==> src/rtl/instruction_fetch_unit.sv <==
// ---------------------------------------------------------------------------
// instruction_fetch_unit
//   Owns the program counter and the IF/ID pipeline register. The PC drives a
//   combinational instruction memory; the returned word is captured together
//   with PC+4 into the IF/ID register that decode consumes. Handles hazard
//   freeze, branch redirect with flush, and a sticky halt on out-of-range fetch.
//
// Ports
//   clk           rising-edge clock
//   rst_n         asynchronous active-low reset
//   freeze        hazard stall from decode: hold PC and IF/ID register
//   branch_taken  redirect request from execute (beats freeze)
//   branch_addr   redirect target, low two bits ignored
//   imem_addr     word-aligned fetch address (the PC) to instruction memory
//   imem_instr    instruction memory read data, same cycle as imem_addr
//   if_pc         PC+4 of the instruction held in IF/ID
//   if_instr      instruction held in IF/ID, 0 (nop) for a bubble
//   if_valid      if_instr is a real fetched instruction
//   fetch_oob     sticky flag: a fetch beyond MEMORY_SIZE words was attempted
//   fetch_count   number of instructions delivered with if_valid=1 (wraps)
// ---------------------------------------------------------------------------
module instruction_fetch_unit #(
  parameter int                     WORD_LEN    = 32,
  parameter int                     ADDRESS_LEN = 32,
  parameter int                     MEMORY_SIZE = 2048,
  parameter logic [ADDRESS_LEN-1:0] RESET_PC    = '0
) (
  input  logic                   clk,
  input  logic                   rst_n,
  input  logic                   freeze,
  input  logic                   branch_taken,
  input  logic [ADDRESS_LEN-1:0] branch_addr,
  output logic [ADDRESS_LEN-1:0] imem_addr,
  input  logic [WORD_LEN-1:0]    imem_instr,
  output logic [ADDRESS_LEN-1:0] if_pc,
  output logic [WORD_LEN-1:0]    if_instr,
  output logic                   if_valid,
  output logic                   fetch_oob,
  output logic [31:0]            fetch_count
);

  typedef enum logic [1:0] {BOOT, RUN, HALT} state_t;

  localparam logic [ADDRESS_LEN-1:0] MEM_WORDS = ADDRESS_LEN'(MEMORY_SIZE);

  state_t                 state_q, state_d;
  logic [ADDRESS_LEN-1:0] pc_q, pc_d;
  logic [ADDRESS_LEN-1:0] if_pc_q, if_pc_d;
  logic [WORD_LEN-1:0]    if_instr_q, if_instr_d;
  logic                   if_valid_q, if_valid_d;
  logic                   fetch_oob_q, fetch_oob_d;
  logic [31:0]            fetch_count_q, fetch_count_d;

  logic [ADDRESS_LEN-1:0] pc_plus4;
  logic [ADDRESS_LEN-1:0] pc_index;
  logic                   in_range;

  // PC+4 wraps naturally at the address width; the range check is done on
  // the already-wrapped PC held in pc_q.
  assign pc_plus4 = pc_q + ADDRESS_LEN'(4);
  assign pc_index = {2'b00, pc_q[ADDRESS_LEN-1:2]};
  assign in_range = (pc_index < MEM_WORDS);

  always_comb begin
    state_d       = state_q;
    pc_d          = pc_q;
    if_pc_d       = if_pc_q;
    if_instr_d    = if_instr_q;
    if_valid_d    = if_valid_q;
    fetch_oob_d   = fetch_oob_q;
    fetch_count_d = fetch_count_q;

    if (branch_taken) begin
      // Redirect flushes the word fetched this cycle; one bubble results.
      pc_d       = branch_addr & ~ADDRESS_LEN'(3);
      if_pc_d    = '0;
      if_instr_d = '0;
      if_valid_d = 1'b0;
      state_d    = RUN;
    end else if (state_q == BOOT) begin
      // Single bubble after reset release; freeze has no effect here.
      if_valid_d = 1'b0;
      state_d    = RUN;
    end else if (freeze) begin
      // Hold everything.
    end else if (state_q == RUN) begin
      if (in_range) begin
        if_instr_d    = imem_instr;
        if_pc_d       = pc_plus4;
        if_valid_d    = 1'b1;
        pc_d          = pc_plus4;
        fetch_count_d = fetch_count_q + 32'd1;
      end else begin
        if_instr_d  = '0;
        if_valid_d  = 1'b0;
        fetch_oob_d = 1'b1;
        state_d     = HALT;
      end
    end else begin
      // HALT: park on the offending PC until a branch or reset.
      if_instr_d = '0;
      if_valid_d = 1'b0;
    end
  end

  always_ff @(posedge clk or negedge rst_n) begin
    if (!rst_n) begin
      state_q       <= BOOT;
      pc_q          <= RESET_PC;
      if_pc_q       <= '0;
      if_instr_q    <= '0;
      if_valid_q    <= 1'b0;
      fetch_oob_q   <= 1'b0;
      fetch_count_q <= '0;
    end else begin
      state_q       <= state_d;
      pc_q          <= pc_d;
      if_pc_q       <= if_pc_d;
      if_instr_q    <= if_instr_d;
      if_valid_q    <= if_valid_d;
      fetch_oob_q   <= fetch_oob_d;
      fetch_count_q <= fetch_count_d;
    end
  end

  assign imem_addr   = pc_q;
  assign if_pc       = if_pc_q;
  assign if_instr    = if_instr_q;
  assign if_valid    = if_valid_q;
  assign fetch_oob   = fetch_oob_q;
  assign fetch_count = fetch_count_q;

endmodule

==> config.mk <==
export PLATFORM = sky130hd
export DESIGN_NAME = instruction_fetch_unit
export DESIGN_NICKNAME = d
export VERILOG_FILES = /design/src/rtl/instruction_fetch_unit.sv
export SDC_FILE = /design/constraint.sdc
export NUM_CORES = 1
export LEC_CHECK = 0
export ABC_AREA = 1
export BUFFER_PORTS_ARGS = -buffer_cell sky130_fd_sc_hd__buf_2
export CAP_MARGIN = 20
export CORE_MARGIN = 2
export CORE_UTILIZATION = 40
export DETAILED_ROUTE_END_ITERATION = 8
export PLACE_DENSITY = 0.65
export RECOVER_POWER = 100
export SETUP_SLACK_MARGIN = 0.1
export SYNTH_ARGS = -nofsm -noshare
export SYNTH_HDL_FRONTEND = slang
export SYNTH_SLANG_ARGS = --single-unit
==> constraint.sdc <==
create_clock -name clk -period 1.6 [get_ports clk]
set_input_delay 0.48 -clock clk [delete_from_list [all_inputs] [get_ports clk]]
set_output_delay 0.48 -clock clk [all_outputs]
set_load 0.05 [all_outputs]
### Word level (Yosys, flattened, before mapping)

Index checks and enable logic that the tools add are counted.

* flip-flop bits (word level): 132
* output and inout port bits: 130
* logic and storage cells: 49
* input port bits: 68

* bitwise logic cells: 4
* equal/unequal tests: 5
* reductions and logical operators: 9
* muxes and demuxes: 21
* order comparisons: 1
* add/sub/neg operators: 2

Operators with widths (number)
* $mux W32: 11
* $add A32 B1 Y32 const B: 1
* $add A32 B3 Y32 const B: 1
* $lt A30 B12 Y1 const B: 1
* $mux W2: 5
* $reduce_and A5 Y1: 2
* $mux W1: 5
* $not A1 Y1: 4
* $reduce_and A4 Y1: 1
* $reduce_bool A2 Y1: 2
* $ne A3 B1 Y1 const B: 1
* $ne A3 B2 Y1 const B: 1
* $reduce_and A3 Y1: 1
* $reduce_bool A3 Y1: 1
* $eq A2 B1 Y1 const B: 1
* $logic_not A2 Y1: 1
* $ne A2 B1 Y1 const B: 1
* $ne A2 B2 Y1 const B: 1
* $reduce_and A2 Y1: 1

### Longest topological paths before layout

Gate-level depths: netlist of run 1.

* depth in word-level cells: 6
* gate-level depth with buffers: 10

### Worst setup path before layout of run 1

OpenSTA, ideal clock, no wires.

* kind: reg2reg
* start point: reg fetch_count_q[0], in the netlist fetch_count[0]
* end point: reg fetch_count_q[16], in the netlist fetch_count[16]
* setup slack: -0.150 ns
* clock period less this slack: 1.750 ns
* library setup time: 0.066 ns
* arrival time: 1.684 ns
* cell stages (with the launch flop): 9
* required time: 1.534 ns
* path through: dfrtp_1 > ha_1 > nand3_1 > inv_1 > nand2_1 > nor2_1 > xor2_1 > nand2_1 > nand2_1

* longest elaborated chain between the ends: 1

RTL lines
* start, declared: RTL line 52 `logic [31:0] fetch_count_q, fetch_count_d;`
* start signal, assigned: RTL line 122 `fetch_count_q <= fetch_count_d;`
* $add A32 B1 Y32: RTL line 92 `fetch_count_d = fetch_count_q + 32'd1;`

Every way passes these cells.
A chain may end at the register's enable or synchronous reset.

### Worst setup path in the final report of run 1

* start point: reg fetch_count_q[0], in the netlist fetch_count[0]
* end point: out fetch_count[0]

RTL lines
* end, declared: RTL line 39 `output logic [31:0] fetch_count`

No word-level cell between the ends.

==> flow_summary_export.csv, run 1 <==
group,metric,value,unit
outcome,status,"finished, final reports clean",
detailed_routing,vias,6273,
sta,fin_skew,0.0109,ns
layout,num-nets-final,1145,
floorplanning,dieArea,0.0165,mm²
power_and_ir_drop,power.density,827,mW/mm²
power_and_ir_drop,p_sw_share,28.1,%
power_and_ir_drop,p_switching,2410,µW
sta,finalSetupViolations,0,
clock_tree,htree_levels,4,
grt,use_met3,6.74,%
layout,antenna_cells,0,
worst_hold_path,holdPathStages,3,
clock_tree,cts.sinks,129,
synthesis,ys_warn_count,0,
power_and_ir_drop,power.leakage,0.00520,µW
grt,grt_pass1_wl,28.7,mm
synthesis,synth_top_cell_by_area,"dfrtp_1",
detailed_routing,firstDrtPassIters,6,
grt,grt_pass1_vias,5943,
synthesis,syn-instance-count,806,
synthesis,synth_top_family_by_area,"simple AND/OR/NAND/NOR gates",
synthesis,synth_top_area_share,52.2,%
setup_path,worstReg2RegStart,"imem_addr[20]",
floorplanning,rows,45,
setup_path,crit_fanout,2,
layout,areaGrowthSynthToFinish,67.2,%
detailed_routing,drc,0,
floorplanning,die_w,128,µm
clock_tree,root_buffer,"clkbuf_16",
detailed_routing,wirelength,19.3,mm
detailed_routing,wl_per_cell,15.1,µm
floorplanning,core_area,0.0151,mm²
placement,gp_congestion,0.902,
grt,grtUsageMet1,28.3,%
sta,tns,0,ns
placement,dp_hpwl,11.6,mm
worst_hold_path,min_path_type,"input port to register",
grt,top_usage_layer,"met2",
synthesis,synth-adder-area-share,0.404,%
setup_path,start_kind,"register",
grt,antenna_found_initial,0,
detailed_routing,via_per_inst,4.92,
synthesis,avgSynthCellArea,7.68,µm²
setup_path,rr_worst_depth,9,
setup_path,path_class,"register to output port",
clock_tree,ctsLongestPathBuffers,2,
floorplanning,initial_utilization,40.9,%
synthesis,synth.area.top_cells,"dfrtp_1 52%, nand2_1 21%, nand3_1 5.1%, nor2_1 5.1%, inv_1 3.0%",
clock_tree,clk_latency,0.42,ns
synthesis,synthSimpleGateAreaFrac,34.9,%
setup_path,r2r_slack,0.02,ns
clock_tree,cts_tree,"built",
worst_hold_path,holdPathEnd,"imem_addr[18]",
grt,grt_max_degree,38,
clock_tree,clk_pin_slew,0.07,ns
synthesis,syn-cell-area,0.00619,mm²
synthesis,seq_area_frac_synth,52.2,%
setup_path,cp-end-kind,"output port",
power_and_ir_drop,clockPowerShare,46.3,%
sta,fmax,631,MHz
power_and_ir_drop,seq_power_share,40.2,%
detailed_routing,ant_nets,0,
sta,drv_slew,0,
floorplanning,ios,198,
synthesis,synth_mux_area_share,0,%
power_and_ir_drop,p_comb_share,13.5,%
placement,port-buffer-count,193,
layout,drive_above_1_share,44.9,%
clock_tree,numCtsBuffers,17,
run,maxCapViolations,0,
grt,grt_util_met2,35.2,%
synthesis,yosys.area_share.xor_xnor,3.11,%
synthesis,ys_ff_latch,129,
setup_path,required,1.12,ns
sta,holdWs,0.253,ns
synthesis,synth_cell_type_count,24,
sta,final.period_utilization,99.0,%
sta,min_period,1.58,ns
floorplanning,die_h,128,µm
sta,rsz0062_at_grt,"yes",
setup_path,reg2reg_to,"fetch_count[20]",
detailed_routing,drtIter0Drc,309,
grt,gr-usage-all-layers,21.9,%
power_and_ir_drop,intPower,6150,µW
grt,grt_remaining_overflow,0,
worst_hold_path,min_from,"branch_addr[18]",
synthesis,synth_compound_area_share,3.03,%
setup_path,cp.arrival,1.10,ns
power_and_ir_drop,ir_drop,0.000857,V
sta,hold_viol,0,
timing repair:
item                                   in CTS  in global routing
buffers inserted                           43                 15
gates resized for setup                   285                205
pin swaps                                  14                 53
cloned                                      0                  9
setup endpoints to repair                 191                222
endpoints found under the hold margin      14                  0
hold buffers                                1                  0
Yosys cell counts:
cell / n
nand2_1: 352
dfrtp_1: 129
nor2_1: 84
nand3_1: 63
inv_1: 50
o21ai_0: 35
nand3b_1: 15
xor2_1: 13
clkbuf_1: 11
buf_2: 9
xnor2_1: 9
nand4_1: 6
nor2_2: 6
buf_6: 5
buf_4: 4
buf_1: 3
clkbuf_2: 3
ha_1: 2
nor3_1: 2
a21oi_1: 1
conb_1: 1
inv_2: 1
nand3_2: 1
o211ai_1: 1
power by group through the flow:
stage	clock [µW]	sequential (µW)	combinational (µW)
finish	3960	3440	1160
global route	4210	3440	1240
CTS	4020	3420	1050
detailed placement	0	3490	851
floorplan	0	3730	259
global placement	0	3490	845
per-layer routing:
metal	vias to the layer above	wire, µm
met5	-	0
met4	0	419
met3	43	1290
met1	2978	8050
li1	3045	-
met2	207	9500
logic make-up after synthesis:
logic type | count (synthesis)
xor gates and xnor gates | 22
other | 1
buffers and inverters | 86
DFF | 129
adders and majority gates | 2
AOI/OAI and AO/OA | 37
and+or+nand+nor | 529
critical path: stages, from the launching register on:
cell and delay [ns]:
dfrtp_2 0.42, buf_6 0.12, buf_8 0.14
layout make-up:
type,instances,area [µm²]
Clock inverter,15,173
Inverter,51,191
Clock buffer,17,425
Tap cell,188,235
Multi-Input combinational cell,592,3150
Fill cell,1172,4800
Timing Repair Buffer,284,2870
Sequential cell,129,3300
through the flow:
stage / power (µW) / setup slack (ns) / instances / utilization [%] / cell area (µm²)
2_1_floorplan: 3990 / 0.0782 / 807 / - / 6270
3_3_place_gp: 4330 / 0.0656 / 1176 / 50.0 / 7570
3_5_place_dp: 4340 / 0.00675 / 1176 / 50.0 / 7570
4_1_cts: 8490 / -0.00145 / 1252 / 61.5 / 9320
5_1_grt: 8890 / -0.143 / 1276 / 68.3 / 10300
6_report: 8550 / 0.0156 / 1276 / 68.3 / 10300
cell usage in the layout, fill, tap and decap left out, types with 2 or more instances in the layout:
master      netlist  routed
nand2_4           0      12
nand3_4           0       2
bufinv_16         0       2
o21ai_2           0       3
nor2_1           84      40
ha_4              0       2
clkbuf_16         0      24
nand3_2           1      24
o21ai_0          35      10
nor3_1            2       2
buf_6             5      87
o21ai_1           0      22
xnor2_1           9       9
nor2_4            0      24
conb_1            1       2
nand2_1         352     317
buf_12            0      12
inv_6             0       5
nor2_2            6      26
buf_2             9      66
dfrtp_2           0      54
nand2_2           0      22
inv_8             0       2
clkinvlp_4        0       2
clkbuf_4          0       3
dfrtp_1         129      75
buf_8             0      41
nand4_1           6       6
clkinv_4          0       3
nand3_1          63      38
xor2_1           13      12
inv_1            50      49
nand3b_1         15      15
buf_4             4      66
inv_2             1       2
flip-flops by register name, summed over array words and instances, names as in the netlist:
name         cells
if_valid         1
fetch_oob        1
state_q          2
imem_addr       30
if_instr        32
fetch_count     32
if_pc           31
worst max path at each step:
stage	startpoint	end	slack (ns)	cells after the start
6_report	fetch_count[0]	fetch_count[0]	0.02	2
5_1_grt	imem_addr[20]	fetch_count[19]	-0.14	9
4_1_cts	fetch_count[0]	fetch_count[0]	-0.001	2
3_5_place_dp	branch_taken	fetch_count[0]	0.007	6
3_3_place_gp	branch_taken	fetch_count[17]	0.07	8
2_1_floorplan	imem_addr[24]	fetch_count[29]	0.08	10
Note: power is estimated with default switching activity, not from simulation.
==> inputs of run 2 (changes only) <==
--- a/config.mk
+++ b/config.mk
@@ -5,13 +5,12 @@
 export SDC_FILE = /design/constraint.sdc
 export NUM_CORES = 1
 export LEC_CHECK = 0
-export ABC_AREA = 1
 export BUFFER_PORTS_ARGS = -buffer_cell sky130_fd_sc_hd__buf_2
 export CAP_MARGIN = 20
 export CORE_MARGIN = 2
 export CORE_UTILIZATION = 40
 export DETAILED_ROUTE_END_ITERATION = 8
-export PLACE_DENSITY = 0.65
+export PLACE_DENSITY = 0.67
 export RECOVER_POWER = 100
 export SETUP_SLACK_MARGIN = 0.1
 export SYNTH_ARGS = -nofsm -noshare
==> run 2 against run 1 <==
Effect of this change: register-to-register slack got worse by 0.40 ns; first-iteration DRC count decreased by 24%; setup slack got worse by 0.40 ns; clock power increased by 7.1%; area after synthesis decreased by 14%; final cell count decreased by 24%; the run now ends with setup timing left; cell area decreased by 4.5%; total power increased by 4.3%; critical endpoint is now fetch_count[28]; via count decreased by 23%.
==> flow_summary_export.csv, run 2 <==
group,metric,value,unit
outcome,status,"finished, violations left",
outcome,failed_checks,"setup timing",
synthesis,syn-cell-area,0.00534,mm²
setup_path,crit_end,"fetch_count[28]",
run,maxCapViolations,0,
sta,final.period_utilization,124,%
synthesis,yosys.area_share.xor_xnor,8.37,%
grt,grt_remaining_overflow,0,
layout,areaGrowthSynthToFinish,85.0,%
setup_path,max_stage_delay,0.42,ns
layout,n_fill_cell,814,
power_and_ir_drop,ir_drop,0.000635,V
grt,grt_pass1_wl,26.1,mm
placement,gp_congestion,0.816,
setup_path,rr_worst_depth,8,
power_and_ir_drop,power.leakage,0.00493,µW
layout,num-nets-final,845,
synthesis,synth_top_cell_by_area,"dfrtp_1",
grt,grt_max_degree,75,
synthesis,synth_compound_area_share,8.93,%
sta,fmax,503,MHz
detailed_routing,wirelength,17.9,mm
clock_tree,htree_levels,4,
synthesis,synth_commonest_cells,"129 x dfrtp_1, 35 x a22o_1, 30 x xnor2_1",
clock_tree,clk_pin_slew,0.06,ns
worst_hold_path,min_path_type,"input port to register",
setup_path,critical_path.top_delay_family,"simple AND/OR/NAND/NOR gates",
layout,layout_commonest_cell,"buf_6",
sta,rsz0062_at_grt,"yes",
floorplanning,rows,42,
clock_tree,numCtsBuffers,17,
clock_tree,cts.sinks,129,
clock_tree,cts_tree,"built",
sta,layout_setup_ws,-0.389,ns
layout,drive_above_1_share,61.9,%
sta,min_period,1.99,ns
sta,hold_viol,0,
sta,fin_skew,0.00862,ns
power_and_ir_drop,power.density,903,mW/mm²
layout,antenna_cells,0,
detailed_routing,wl_per_cell,18.6,µm
setup_path,worstReg2RegStart,"imem_addr[18]",
setup_path,crit_fanout,4,
synthesis,synth.area.top_cells,"dfrtp_1 60%, a22o_1 5.7%, xnor2_1 4.9%, mux2_2 4.0%, xor2_1 3.4%",
synthesis,yosysMostFrequentCell,"dfrtp_1",
floorplanning,die_w,120,µm
detailed_routing,vias,4851,
sta,finalSetupViolations,115,
grt,gr-usage-all-layers,23.5,%
setup_path,crit_top_cell,"buf_4",
clock_tree,hold_buffers,0,
setup_path,r2r_slack,-0.39,ns
sta,drv_slew,0,
synthesis,synth_mux_area_share,4.38,%
floorplanning,dieArea,0.0143,mm²
setup_path,start_kind,"register",
layout,layout_common_cells,"123 x buf_6, 99 x dfrtp_1, 95 x buf_4",
clock_tree,ctsLongestPathBuffers,2,
clock_tree,root_buffer,"clkbuf_16",
floorplanning,ios,198,
sta,tns,-30.54,ns
clock_tree,clk_latency,0.42,ns
synthesis,async_flop_share,100,%
sta,worstMarginPinSlew,1.37,ns
detailed_routing,ant_nets,0,
detailed_routing,drc,0,
setup_path,required,1.93,ns
synthesis,synthSimpleGateAreaFrac,15.0,%
floorplanning,die_h,120,µm
synthesis,synth_edf_count,0,
synthesis,avgSynthCellArea,12.2,µm²
detailed_routing,drtIter0Drc,236,
detailed_routing,via_per_inst,5.03,
placement,placed_area,0.00709,mm²
synthesis,ys_ff_latch,129,
synthesis,ys_warn_count,0,
setup_path,crit_chain,"nor4_4 > nand4_2 > buf_6 > buf_4 > buf_4 > nor3_4 > and2_4 > xor2_1",
synthesis,synth_top_area_share,60.5,%
setup_path,cp.arrival,2.32,ns
setup_path,reg2reg_to,"fetch_count[28]",
placement,port-buffer-count,193,
setup_path,path_depth,8,
floorplanning,core_area,0.0131,mm²
synthesis,synth_cell_type_count,40,
setup_path,cp-end-kind,"register",
layout,finalInstanceArea,0.00988,mm²
setup_path,path_class,"register to register",
floorplanning,initial_utilization,40.6,%
worst_hold_path,min_from,"branch_addr[11]",
setup_path,crit_buf_inv,3,
placement,pre_cts_ws,-0.422,ns
grt,grt_pass1_vias,5055,
setup_path,startpoint,"imem_addr[18]",
detailed_routing,firstDrtPassIters,4,
synthesis,seq_area_frac_synth,60.5,%
synthesis,synthFlopType,"dfrtp_1",
placement,dp_hpwl,10.1,mm
synthesis,synth-adder-area-share,0.469,%
sta,slew_headroom,8.54,%
synthesis,syn-instance-count,438,
grt,antenna_found_initial,0,
setup_path,crit_slowest_cell,"dfrtp_1",
synthesis,synth_top_family_by_area,"simple AND/OR/NAND/NOR gates",
## run 2: cell count changes in the layout (fill, tap and decap cells not counted), sizes merged, moves of 23 or more
| cell | previous run | this run |
|---|---|---|
| a22o | 0 | 35 |
| and2 | 0 | 24 |
| buf | 272 | 329 |
| inv | 58 | 6 |
| nand2 | 352 | 26 |
| nand3 | 64 | 24 |
| nor2 | 90 | 24 |
| o21ai | 35 | 12 |
## run 2: cell type report
| class | instances | area, µm² | share of cell area [%] |
|---|---|---|---|
| inverter | 4 | 15.0 | 0.152 |
| clock buffer | 20 | 467 | 4.73 |
| sequential | 129 | 3270 | 33.1 |
| tap | 176 | 220 | 2.23 |
| multi-input combinational | 288 | 2490 | 25.3 |
| clock inverter | 12 | 179 | 1.81 |
| timing repair buffer | 335 | 3240 | 32.8 |
## run 2: how the worst min path moves through the flow
stage | endpoint | slack (ns) | cells after the start
global route | if_instr[1] | 0.28 | 2
finish | imem_addr[11] | 0.27 | 3
detailed placement | fetch_oob | 0.44 | 1
floorplan | fetch_count[0] | 0.18 | 0
global placement | fetch_oob | 0.44 | 1
CTS | fetch_count[7] | 0.08 | 2
## run 2: cells by family (layout without fill, tap and decap cells)
logic type	count (synthesis)	after routing
flip-flops	129	129
adder cells (fa/ha/maj)	2	2
other	1	2
AND/OR/NAND/NOR	148	151
multiplexers	21	21
XOR/XNOR	51	51
AO/OA/AOI/OAI	61	61
buffers and inverters	25	371
## run 2: power by group
group          total [µW]  switching [µW]  internal (µW)
clock                4240            1500           2740
sequential           3440            86.1           3350
combinational        1240             677            568
total                8920            2260           6660
## run 2: metrics by stage
stage	cells	util (%)	power (µW)	hold slack (ns)
after floorplan	439	-	3950	0.184
after global placement	858	53.9	4350	0.439
after detailed placement	859	54.0	4370	0.443
after CTS	940	70.1	8850	0.0754
after global routing	964	75.2	9200	0.278
final	964	75.2	8920	0.275
## run 2: routing by layer
metal  global-route usage, %  wire, µm
met3                    6.32       966
met4                    10.4       546
met1                    28.8      7150
met2                    39.1      9280
met5                       0         0
## run 2: what timing repair did
| action | 4_1_cts | 5_1_grt |
|---|---|---|
| pin swaps | 46 | 65 |
| resized for setup | 333 | 124 |
| buffers inserted | 47 | 29 |
| setup endpoints to repair | 239 | 213 |
| cloned | 2 | 5 |
## run 2: worst min-delay path, delay by kind of cell
kind	cells	cell delay (ns)
buf+inv	1	0.08
simple gates	1	0.04
compound gates	1	0.06
==> inputs of run 3 (changes only) <==
--- a/config.mk
+++ b/config.mk
@@ -8,9 +8,9 @@
 export BUFFER_PORTS_ARGS = -buffer_cell sky130_fd_sc_hd__buf_2
 export CAP_MARGIN = 20
 export CORE_MARGIN = 2
-export CORE_UTILIZATION = 40
+export CORE_UTILIZATION = 53
 export DETAILED_ROUTE_END_ITERATION = 8
-export PLACE_DENSITY = 0.67
+export PLACE_DENSITY = 0.85
 export RECOVER_POWER = 100
 export SETUP_SLACK_MARGIN = 0.1
 export SYNTH_ARGS = -nofsm -noshare
==> constraint.sdc (replaced) <==
create_clock -name clk -period 2.4 [get_ports clk]
set_input_delay 0.72 -clock clk [delete_from_list [all_inputs] [get_ports clk]]
set_output_delay 0.72 -clock clk [all_outputs]
set_load 0.05 [all_outputs]
==> run 3 against run 2 <==
Effect of this change: the flow finishes with violations (capacitance limit, slew limit); non-clock buffer count shrank 125; sequential power is 33% lower; wire length fell by 25%; clock skew grew 0.0031 ns; register-to-register slack better by 0.54 ns; via count shrank 11%; critical endpoint is now imem_addr[11].
==> flow_summary_export.csv, run 3 (synthesis gave the netlist of run 2 again) <==
group,metric,value,unit
power_and_ir_drop,p_sw_share,27.3,%
setup_path,rr_worst_depth,6,
clock_tree,clk_latency,0.52,ns
clock_tree,hold_buffers,0,
floorplanning,ios,198,
clock_tree,numCtsBuffers,17,
placement,placed_area,0.00652,mm²
power_and_ir_drop,seq_power_share,46.0,%
power_and_ir_drop,clockPowerShare,44.4,%
setup_path,required,2.76,ns
detailed_routing,drc,0,
setup_path,r2r_slack,0.15,ns
layout,areaGrowthSynthToFinish,28.3,%
clock_tree,root_buffer,"clkbuf_8",
sta,drv_slew,34,
setup_path,path_class,"register to register",
setup_path,worstReg2RegStart,"imem_addr[24]",
layout,layout_common_cells,"132 x clkbuf_1, 129 x dfrtp_1, 63 x buf_2",
layout,num-nets-final,717,
clock_tree,clk_pin_slew,0.06,ns
sta,tns,0,ns
grt,gr-usage-all-layers,25.6,%
setup_path,cp-end-kind,"register",
layout,finalInstanceArea,0.00685,mm²
detailed_routing,ant_nets,0,
floorplanning,die_h,104,µm
setup_path,cp.arrival,2.62,ns
setup_path,start_kind,"register",
detailed_routing,wl_per_cell,17.0,µm
sta,worstMarginPinSlew,1.79,ns
power_and_ir_drop,power.density,727,mW/mm²
floorplanning,core_area,0.00977,mm²
clock_tree,htree_levels,4,
placement,port-buffer-count,193,
layout,layout_commonest_cell,"clkbuf_1",
floorplanning,initial_utilization,54.6,%
grt,grt_pass1_wl,22.0,mm
power_and_ir_drop,ir_drop,0.000476,V
clock_tree,post_cts_buffers,0,
setup_path,crit_fanout,6,
detailed_routing,firstDrtPassIters,5,
floorplanning,dieArea,0.0109,mm²
detailed_routing,vias,4295,
power_and_ir_drop,p_comb_share,9.6,%
power_and_ir_drop,power.leakage,0.00314,µW
worst_hold_path,holdPathStages,3,
clock_tree,cts_resized,0,
run,maxCapViolations,1,
sta,fin_skew,0.0117,ns
sta,fmax,444,MHz
grt,grt_remaining_overflow,0,
layout,antenna_cells,0,
sta,finalSetupViolations,0,
setup_path,reg2reg_to,"imem_addr[11]",
worst_hold_path,min_path_type,"input port to register",
floorplanning,rows,36,
power_and_ir_drop,p_switching,1360,µW
placement,gp_congestion,0.828,
sta,slew_headroom,-19.5,%
sta,hold_viol,0,
outcome,failed_checks,"capacitance limit, slew limit",
grt,grt_pass1_vias,4399,
detailed_routing,wirelength,13.5,mm
sta,min_period,2.25,ns
clock_tree,cts.sinks,129,
outcome,status,"finished, violations left",
grt,grt_max_degree,97,
floorplanning,die_w,104,µm
clock_tree,cts_tree,"built",
worst_hold_path,holdPathEnd,"imem_addr[8]",
sta,final.period_utilization,93.8,%
placement,dp_hpwl,9.46,mm
sta,rsz0062_at_grt,"no",
grt,antenna_found_initial,0,
power_and_ir_drop,intPower,3620,µW
worst_hold_path,min_from,"branch_addr[8]",
clock_tree,ctsLongestPathBuffers,2,
detailed_routing,drtIter0Drc,293,
detailed_routing,via_per_inst,5.42,
layout,drive_above_1_share,20.6,%
[run 3: routing by layer]
metal	track usage, %	wire length [µm]
met1	32.5	5770
met2	41.0	6650
met3	7.02	711
met4	12.0	372
met5	0	0
[run 3: how the worst max path moves through the flow]
stage	start	slack [ns]	end	depth (start not counted)
finish	imem_addr[24]	0.15	imem_addr[11]	6
global route	imem_addr[24]	0.08	fetch_count[19]	5
detailed placement	freeze	0.06	fetch_count[1]	5
global placement	freeze	0.10	fetch_count[1]	5
CTS	imem_addr[16]	0.18	fetch_count[19]	5
floorplan	imem_addr[29]	0.23	if_pc[20]	6
[run 3: area by class of cell]
type / count / area [µm²]
Timing Repair Buffer: 210 / 937
Clock inverter: 13 / 91.3
Clock buffer: 18 / 418
Fill cell: 802 / 2930
Multi-Input combinational cell: 285 / 1990
Inverter: 4 / 15.0
Sequential cell: 129 / 3230
Tap cell: 133 / 166
[run 3: critical path, stage by stage (launching register included)]
cell      delay, ns
dfrtp_1        0.39
nor4_1         0.51
and4_1         0.46
clkbuf_1       0.30
nand4_1        0.16
xor2_1         0.19
o21ai_0        0.09
[run 3: stage by stage]
stage	worst slack, ns	hold slack (ns)	utilization (%)	std cells	power, µW
CTS	0.182	0.257	71.9	791	5020
detailed placement	0.0616	0.450	66.7	760	2820
global placement	0.102	0.437	66.7	760	2810
global route	0.0828	0.405	70.1	792	5180
finish	0.148	0.419	70.1	792	4980
floorplan	0.226	0.424	-	439	2620
[run 3: power groups by stage]
stage	Sequential [µW]	Combinational (µW)	Clock, µW
after floorplan	2490	137	0
after global placement	2320	486	0
after detailed placement	2320	497	0
after CTS	2290	499	2240
after global routing	2300	515	2370
final	2290	480	2210
